==> src/rtl/clkgen_ctrl.sv <==
// Programmable waveform generator: phase delay, then repeated ton/toff periods,
// with double-buffered configuration that is applied only on period boundaries.
module clkgen_ctrl #(
  parameter int CNT_W = 8
) (
  input  logic             clk,
  input  logic             rst_n,
  input  logic             cfg_valid,
  output logic             cfg_ready,
  input  logic [CNT_W-1:0] cfg_phase,
  input  logic [CNT_W-1:0] cfg_ton,
  input  logic [CNT_W-1:0] cfg_toff,
  input  logic [CNT_W-1:0] cfg_count,
  input  logic             start,
  input  logic             stop,
  output logic             wave_out,
  output logic             busy,
  output logic             period_done,
  output logic             done,
  output logic             err
);

  typedef enum logic [1:0] {S_IDLE, S_PHASE, S_HIGH, S_LOW} state_e;

  localparam logic [CNT_W-1:0] ONE = CNT_W'(1);

  state_e            state_q, state_d;
  logic [CNT_W-1:0]  cnt_q, cnt_d;
  logic [CNT_W-1:0]  per_cnt_q, per_cnt_d;
  logic [CNT_W-1:0]  act_phase_q, act_phase_d, act_ton_q, act_ton_d;
  logic [CNT_W-1:0]  act_toff_q, act_toff_d, act_count_q, act_count_d;
  logic [CNT_W-1:0]  pend_phase_q, pend_phase_d, pend_ton_q, pend_ton_d;
  logic [CNT_W-1:0]  pend_toff_q, pend_toff_d, pend_count_q, pend_count_d;
  logic              pend_q, pend_d, loaded_q, loaded_d, stop_lat_q, stop_lat_d;
  logic              wave_q, wave_d, busy_q, busy_d;
  logic              period_done_q, period_done_d, done_q, done_d, err_q, err_d;

  logic              cfg_fire, cfg_ok, cnt_zero, low_last, count_hit;
  logic [CNT_W-1:0]  per_inc;

  assign cfg_fire  = cfg_valid && cfg_ready;
  assign cfg_ok    = (cfg_ton != '0) && (cfg_toff != '0);
  assign cnt_zero  = (cnt_q == '0);
  assign low_last  = (state_q == S_LOW) && cnt_zero;
  // Period counter saturates rather than wrapping back to a value that could match count.
  assign per_inc   = (per_cnt_q == '1) ? per_cnt_q : per_cnt_q + ONE;
  assign count_hit = (act_count_q != '0) && (per_inc == act_count_q);

  always_ff @(posedge clk or negedge rst_n) begin
    if (!rst_n) state_q <= S_IDLE;
    else        state_q <= state_d;
  end

  always_comb begin
    state_d = state_q;
    cnt_d   = cnt_q;
    case (state_q)
      S_IDLE: begin
        if (start && !stop && loaded_q) begin
          if (act_phase_q != '0) begin
            state_d = S_PHASE;
            cnt_d   = act_phase_q - ONE;
          end else begin
            state_d = S_HIGH;
            cnt_d   = act_ton_q - ONE;
          end
        end
      end
      S_PHASE: begin
        if (stop) begin
          state_d = S_IDLE;
        end else if (cnt_zero) begin
          state_d = S_HIGH;
          cnt_d   = act_ton_q - ONE;
        end else begin
          cnt_d = cnt_q - ONE;
        end
      end
      S_HIGH: begin
        if (cnt_zero) begin
          state_d = S_LOW;
          cnt_d   = act_toff_q - ONE;
        end else begin
          cnt_d = cnt_q - ONE;
        end
      end
      S_LOW: begin
        if (cnt_zero) begin
          if (stop_lat_q || count_hit) begin
            state_d = S_IDLE;
          end else begin
            state_d = S_HIGH;
            cnt_d   = (pend_q ? pend_ton_q : act_ton_q) - ONE;
          end
        end else begin
          cnt_d = cnt_q - ONE;
        end
      end
      default: state_d = S_IDLE;
    endcase
  end

  always_comb begin
    per_cnt_d    = per_cnt_q;
    stop_lat_d   = stop_lat_q;
    act_phase_d  = act_phase_q;
    act_ton_d    = act_ton_q;
    act_toff_d   = act_toff_q;
    act_count_d  = act_count_q;
    pend_phase_d = pend_phase_q;
    pend_ton_d   = pend_ton_q;
    pend_toff_d  = pend_toff_q;
    pend_count_d = pend_count_q;
    pend_d       = pend_q;
    loaded_d     = loaded_q;

    if (state_q == S_IDLE && state_d != S_IDLE) per_cnt_d = '0;
    else if (low_last)                          per_cnt_d = per_inc;

    if ((state_q == S_HIGH || state_q == S_LOW) && stop) stop_lat_d = 1'b1;
    if (state_d == S_IDLE)                                stop_lat_d = 1'b0;

    // Boundary promotion keeps the running phase; landing in IDLE takes the whole set.
    if (pend_q && low_last && state_d == S_HIGH) begin
      act_ton_d   = pend_ton_q;
      act_toff_d  = pend_toff_q;
      act_count_d = pend_count_q;
      pend_d      = 1'b0;
    end else if (pend_q && state_d == S_IDLE) begin
      act_phase_d = pend_phase_q;
      act_ton_d   = pend_ton_q;
      act_toff_d  = pend_toff_q;
      act_count_d = pend_count_q;
      pend_d      = 1'b0;
    end

    if (cfg_fire && cfg_ok) begin
      if (state_q == S_IDLE) begin
        act_phase_d = cfg_phase;
        act_ton_d   = cfg_ton;
        act_toff_d  = cfg_toff;
        act_count_d = cfg_count;
        loaded_d    = 1'b1;
      end else begin
        pend_phase_d = cfg_phase;
        pend_ton_d   = cfg_ton;
        pend_toff_d  = cfg_toff;
        pend_count_d = cfg_count;
        pend_d       = 1'b1;
      end
    end
  end

  always_comb begin
    cfg_ready     = (state_q == S_IDLE) ? 1'b1 : !pend_q;
    wave_d        = (state_q == S_HIGH);
    busy_d        = (state_q != S_IDLE);
    period_done_d = low_last;
    done_d        = (state_q == S_IDLE) && busy_q;
    err_d         = (cfg_fire && !cfg_ok) ||
                    ((state_q == S_IDLE) && start && !stop && !loaded_q);
  end

  always_ff @(posedge clk or negedge rst_n) begin
    if (!rst_n) begin
      cnt_q         <= '0;
      per_cnt_q     <= '0;
      stop_lat_q    <= 1'b0;
      act_phase_q   <= '0;
      act_ton_q     <= '0;
      act_toff_q    <= '0;
      act_count_q   <= '0;
      pend_phase_q  <= '0;
      pend_ton_q    <= '0;
      pend_toff_q   <= '0;
      pend_count_q  <= '0;
      pend_q        <= 1'b0;
      loaded_q      <= 1'b0;
      wave_q        <= 1'b0;
      busy_q        <= 1'b0;
      period_done_q <= 1'b0;
      done_q        <= 1'b0;
      err_q         <= 1'b0;
    end else begin
      cnt_q         <= cnt_d;
      per_cnt_q     <= per_cnt_d;
      stop_lat_q    <= stop_lat_d;
      act_phase_q   <= act_phase_d;
      act_ton_q     <= act_ton_d;
      act_toff_q    <= act_toff_d;
      act_count_q   <= act_count_d;
      pend_phase_q  <= pend_phase_d;
      pend_ton_q    <= pend_ton_d;
      pend_toff_q   <= pend_toff_d;
      pend_count_q  <= pend_count_d;
      pend_q        <= pend_d;
      loaded_q      <= loaded_d;
      wave_q        <= wave_d;
      busy_q        <= busy_d;
      period_done_q <= period_done_d;
      done_q        <= done_d;
      err_q         <= err_d;
    end
  end

  assign wave_out    = wave_q;
  assign busy        = busy_q;
  assign period_done = period_done_q;
  assign done        = done_q;
  assign err         = err_q;

endmodule

==> config.mk <==
export PLATFORM = sky130hd
export DESIGN_NAME = clkgen_ctrl
export DESIGN_NICKNAME = d
export VERILOG_FILES = /design/src/rtl/clkgen_ctrl.sv
export SDC_FILE = /design/constraint.sdc
export NUM_CORES = 1
export LEC_CHECK = 0
export CAP_MARGIN = 0
export CELL_PAD_IN_SITES_DETAIL_PLACEMENT = 0
export CELL_PAD_IN_SITES_GLOBAL_PLACEMENT = 1
export CORE_ASPECT_RATIO = 1.75
export CORE_UTILIZATION = 49
export CTS_CLUSTER_DIAMETER = 40
export CTS_CLUSTER_SIZE = 20
export DETAILED_ROUTE_END_ITERATION = 10
export PLACE_DENSITY_LB_ADDON = 0.1
export SLEW_MARGIN = 10
export SYNTH_ARGS = -nofsm -noshare
export SYNTH_HDL_FRONTEND = slang
export SYNTH_SLANG_ARGS = --single-unit
==> constraint.sdc <==
create_clock -name clk -period 8.31 [get_ports clk]
set_clock_uncertainty 0.15 [all_clocks]
set_input_delay 1.662 -clock clk [delete_from_list [all_inputs] [get_ports clk]]
set_output_delay 1.662 -clock clk [all_outputs]
set_load 0.01 [all_outputs]
==> results.json <==
{
  "p_sw_share_pct": 39.53,
  "finalPower_uw": 2161,
  "synthTopCellsByCount": "dfrtp_1, nor2_1, a21oi_1, mux2_2, mux2i_1",
  "end_kind": "output port",
  "cp.arrival_ps": 2610,
  "fin_setup_tns_ps": 0,
  "cp.buffers_inverters": 3,
  "place.gp.congestion": 0.8532,
  "crit_required_ps": 6500,
  "final_max_slew_viol_count": 0,
  "n_antenna_cell": 0,
  "dpl.hpwl_um": 10110,
  "crit_type": "register to output port",
  "tritoncts": "built",
  "p_leak_uw": 0.002641,
  "max_stage_delay_ps": 550,
  "vias": 4340,
  "yosys.cell_count.top_type": "dfrtp_1",
  "route.detailed.wl_per_inst_um": 18.30,
  "cts_sinks": 90,
  "relSlewSlack_pct": 32.03,
  "dieArea_um2": 11480,
  "async_reset_ff_share_pct": 100.0,
  "drv_cap": 0,
  "synth_edf_count": 0,
  "start_kind": "register",
  "clk_latency_ps": 350,
  "rows": 50,
  "power.internal_uw": 1307,
  "fp.dieW_um": 81.44,
  "cpLargestDelayFamily": "buffers and inverters",
  "hp-class": "register to register",
  "timing.final.crit_share_pct": 53.19,
  "syn-num-nets": 621,
  "initial_core_util_pct": 50.58,
  "synth_area_leaders": "dfrtp_1, mux2_2, mux2i_1",
  "drive_gt1_share_pct": 11.72,
  "netlist_instances": 576,
  "worst_slew_pin_slew_ps": 1015,
  "cts_buffers": 9,
  "grtUsageTotal_pct": 25.24,
  "portBuffers": 42,
  "p_clk_share_pct": 18.7,
  "yosys.area.top_type": "dfrtp_1",
  "drc": 0,
  "path_max_fanout": 25,
  "nFillCells": 978,
  "synth_cell_types": 61,
  "synth_warnings": 0,
  "clk_path_buf_depth": 2,
  "synth_area_um2": 5411,
  "die_h_um": 141.0,
  "hold_ws_ps": 342.2,
  "syn_to_final_growth_pct": 14.40,
  "vdd_ir_drop_max_v": 0.0002101,
  "power_density_nw_per_um2": 349.1,
  "drtIter0Drc": 270,
  "seq_area_um2": 2252,
  "hold_viol": 0,
  "grt_max_degree": 52,
  "coreArea_um2": 10700,
  "postRouteAntennaNets": 0,
  "multiInputGateArea_um2": 2913,
  "clockRootBuffer": "clkbuf_16",
  "rrSetupSlack_ps": 4240,
  "ys_ff_latch": 90,
  "p_comb_share_pct": 43.1,
  "grt_pass1_vias": 4240,
  "post-synth-top-area-fraction_pct": 41.62,
  "routed_via_density": 5.897,
  "clk_pin_slew_ps": 60,
  "crit_chain": "buf_4 -> nor2_1 -> clkinv_1 -> nand2_1 -> clkdlybuf4s50_1",
  "fin_nets": 646,
  "firstDrtPassIters": 4,
  "drt_wl_total_um": 13470,
  "seq_area_frac_synth_pct": 41.62,
  "cts_setup_buffers": 0,
  "outcome": "complete, no violations",
  "setup_viol": 0,
  "max_freq_mhz": 226.2,
  "gr-total-overflow": 0,
  "syn_area_per_cell_um2": 9.395,
  "grt_pass1_wl_um": 21510,
  "cts_resized": 0,
  "rsz0062_at_grt": "false",
  "post-route-util_pct": 57.87,
  "ctsHtreeMaxLevel": 3,
  "ios": 43,
  "p_switching_uw": 854.5,
  "period_minus_slack_ps": 4420,
  "p_seq_share_pct": 38.2,
  "cts_hold_buffers": 0,
  "cp_slowest_cell": "clkdlybuf4s50_1",
  "antenna_found_initial": 0,
  "synth_flop_cell": "dfrtp_1"
}
[worst paths after layout]
check | cells past startpoint | from | to
setup reg to reg | 7 | cnt_q[2] | cnt_q[6]
setup / recovery | 5 | state_q[1] | cfg_ready
min in group asynchronous | 1 | rst_n | wave_out
hold reg to reg | 1 | busy | done
hold / removal | 1 | busy | done
max in group asynchronous | 2 | rst_n | pend_toff_q[4]
[worst register-to-register path, cell delays in order, from the launching register on]
cell	delay [ps]
dfrtp_1	440
or4_4	590
nor4b_4	900
nand3_1	400
a221oi_2	280
a31oi_2	400
nor2_4	420
mux2_2	380
[cells by family (layout without fill, tap and decap cells)]
kind of cell | count (synthesis) | count (layout) | synth area share [%]
AND/OR/NAND/NOR | 172 | 172 | 16.09
AO/OA/AOI/OAI | 141 | 141 | 16.35
flip-flops | 90 | 90 | 41.62
multiplexers | 76 | 76 | 14.94
buffers and inverters | 61 | 91 | 4.624
XOR/XNOR | 28 | 28 | 4.532
adder cells (fa/ha/maj) | 8 | 8 | 1.850
[layout by cell type (no fill, tap or decap), drive strengths merged, types with 4 or more instances in the layout]
cell,Yosys,routed
clkbuf,28,10
dfrtp,90,90
nor4b,4,4
nand2b,5,5
mux2i,38,38
nand2,30,30
o21ai,30,30
or3,5,5
nor2,64,64
buf,7,8
nand3,15,15
mux2,38,38
o31a,8,8
inv,24,25
nor2b,4,4
ha,8,8
nor3b,4,4
a31oi,6,6
xor2,13,13
nor3,10,10
nor4,11,11
a21oi,53,53
clkdlybuf4s50,0,41
nand4,7,7
xnor2,15,15
o31ai,6,6
o22ai,5,5
[flip-flops by register name, indices dropped and copies added, names as in the netlist]
register,flops
act_ton_q,8
per_cnt_q,8
act_count_q,8
stop_lat_q,1
pend_ton_q,8
wave_out,1
pend_phase_q,8
busy,1
done,1
state_q,2
act_toff_q,8
pend_count_q,8
period_done,1
loaded_q,1
act_phase_q,8
err,1
pend_q,1
cnt_q,8
pend_toff_q,8
[power by group through the flow]
| stage | Sequential, µW | Combinational, µW | Clock (µW) |
|---|---|---|---|
| after floorplan | 759 | 749 | 0 |
| after global placement | 825 | 912 | 0 |
| after detailed placement | 834 | 931 | 0 |
| after CTS | 825 | 937 | 414 |
| after global routing | 854 | 1040 | 426 |
| final | 826 | 931 | 405 |
[per-layer routing]
layer  wire length (µm)  global-route usage [%]  vias up
met5                  0                       0        -
met2               7447                   46.14       73
li1                   -                       -     2126
met4                378                   10.34        0
met1               5291                   28.39     2118
met3                352                   3.236       23
[final cells by class]
cell class,instances,share of cell area [%]
multi-input combinational,425,47.05
tap,130,2.627
clock buffer,10,3.698
timing repair buffer,49,7.599
inverter,26,1.576
clock inverter,6,1.071
sequential,90,36.38
[metrics by stage]
stage          instances  worst slack [ps]  area, µm²
3_5_place_dp         720              3574       5896
4_1_cts              736              3888       6191
2_1_floorplan        576              4759       5411
6_report             736              3890       6191
5_1_grt              736              3647       6191
3_3_place_gp         720              3676       5896
Note: power is estimated with default switching activity, not from simulation.
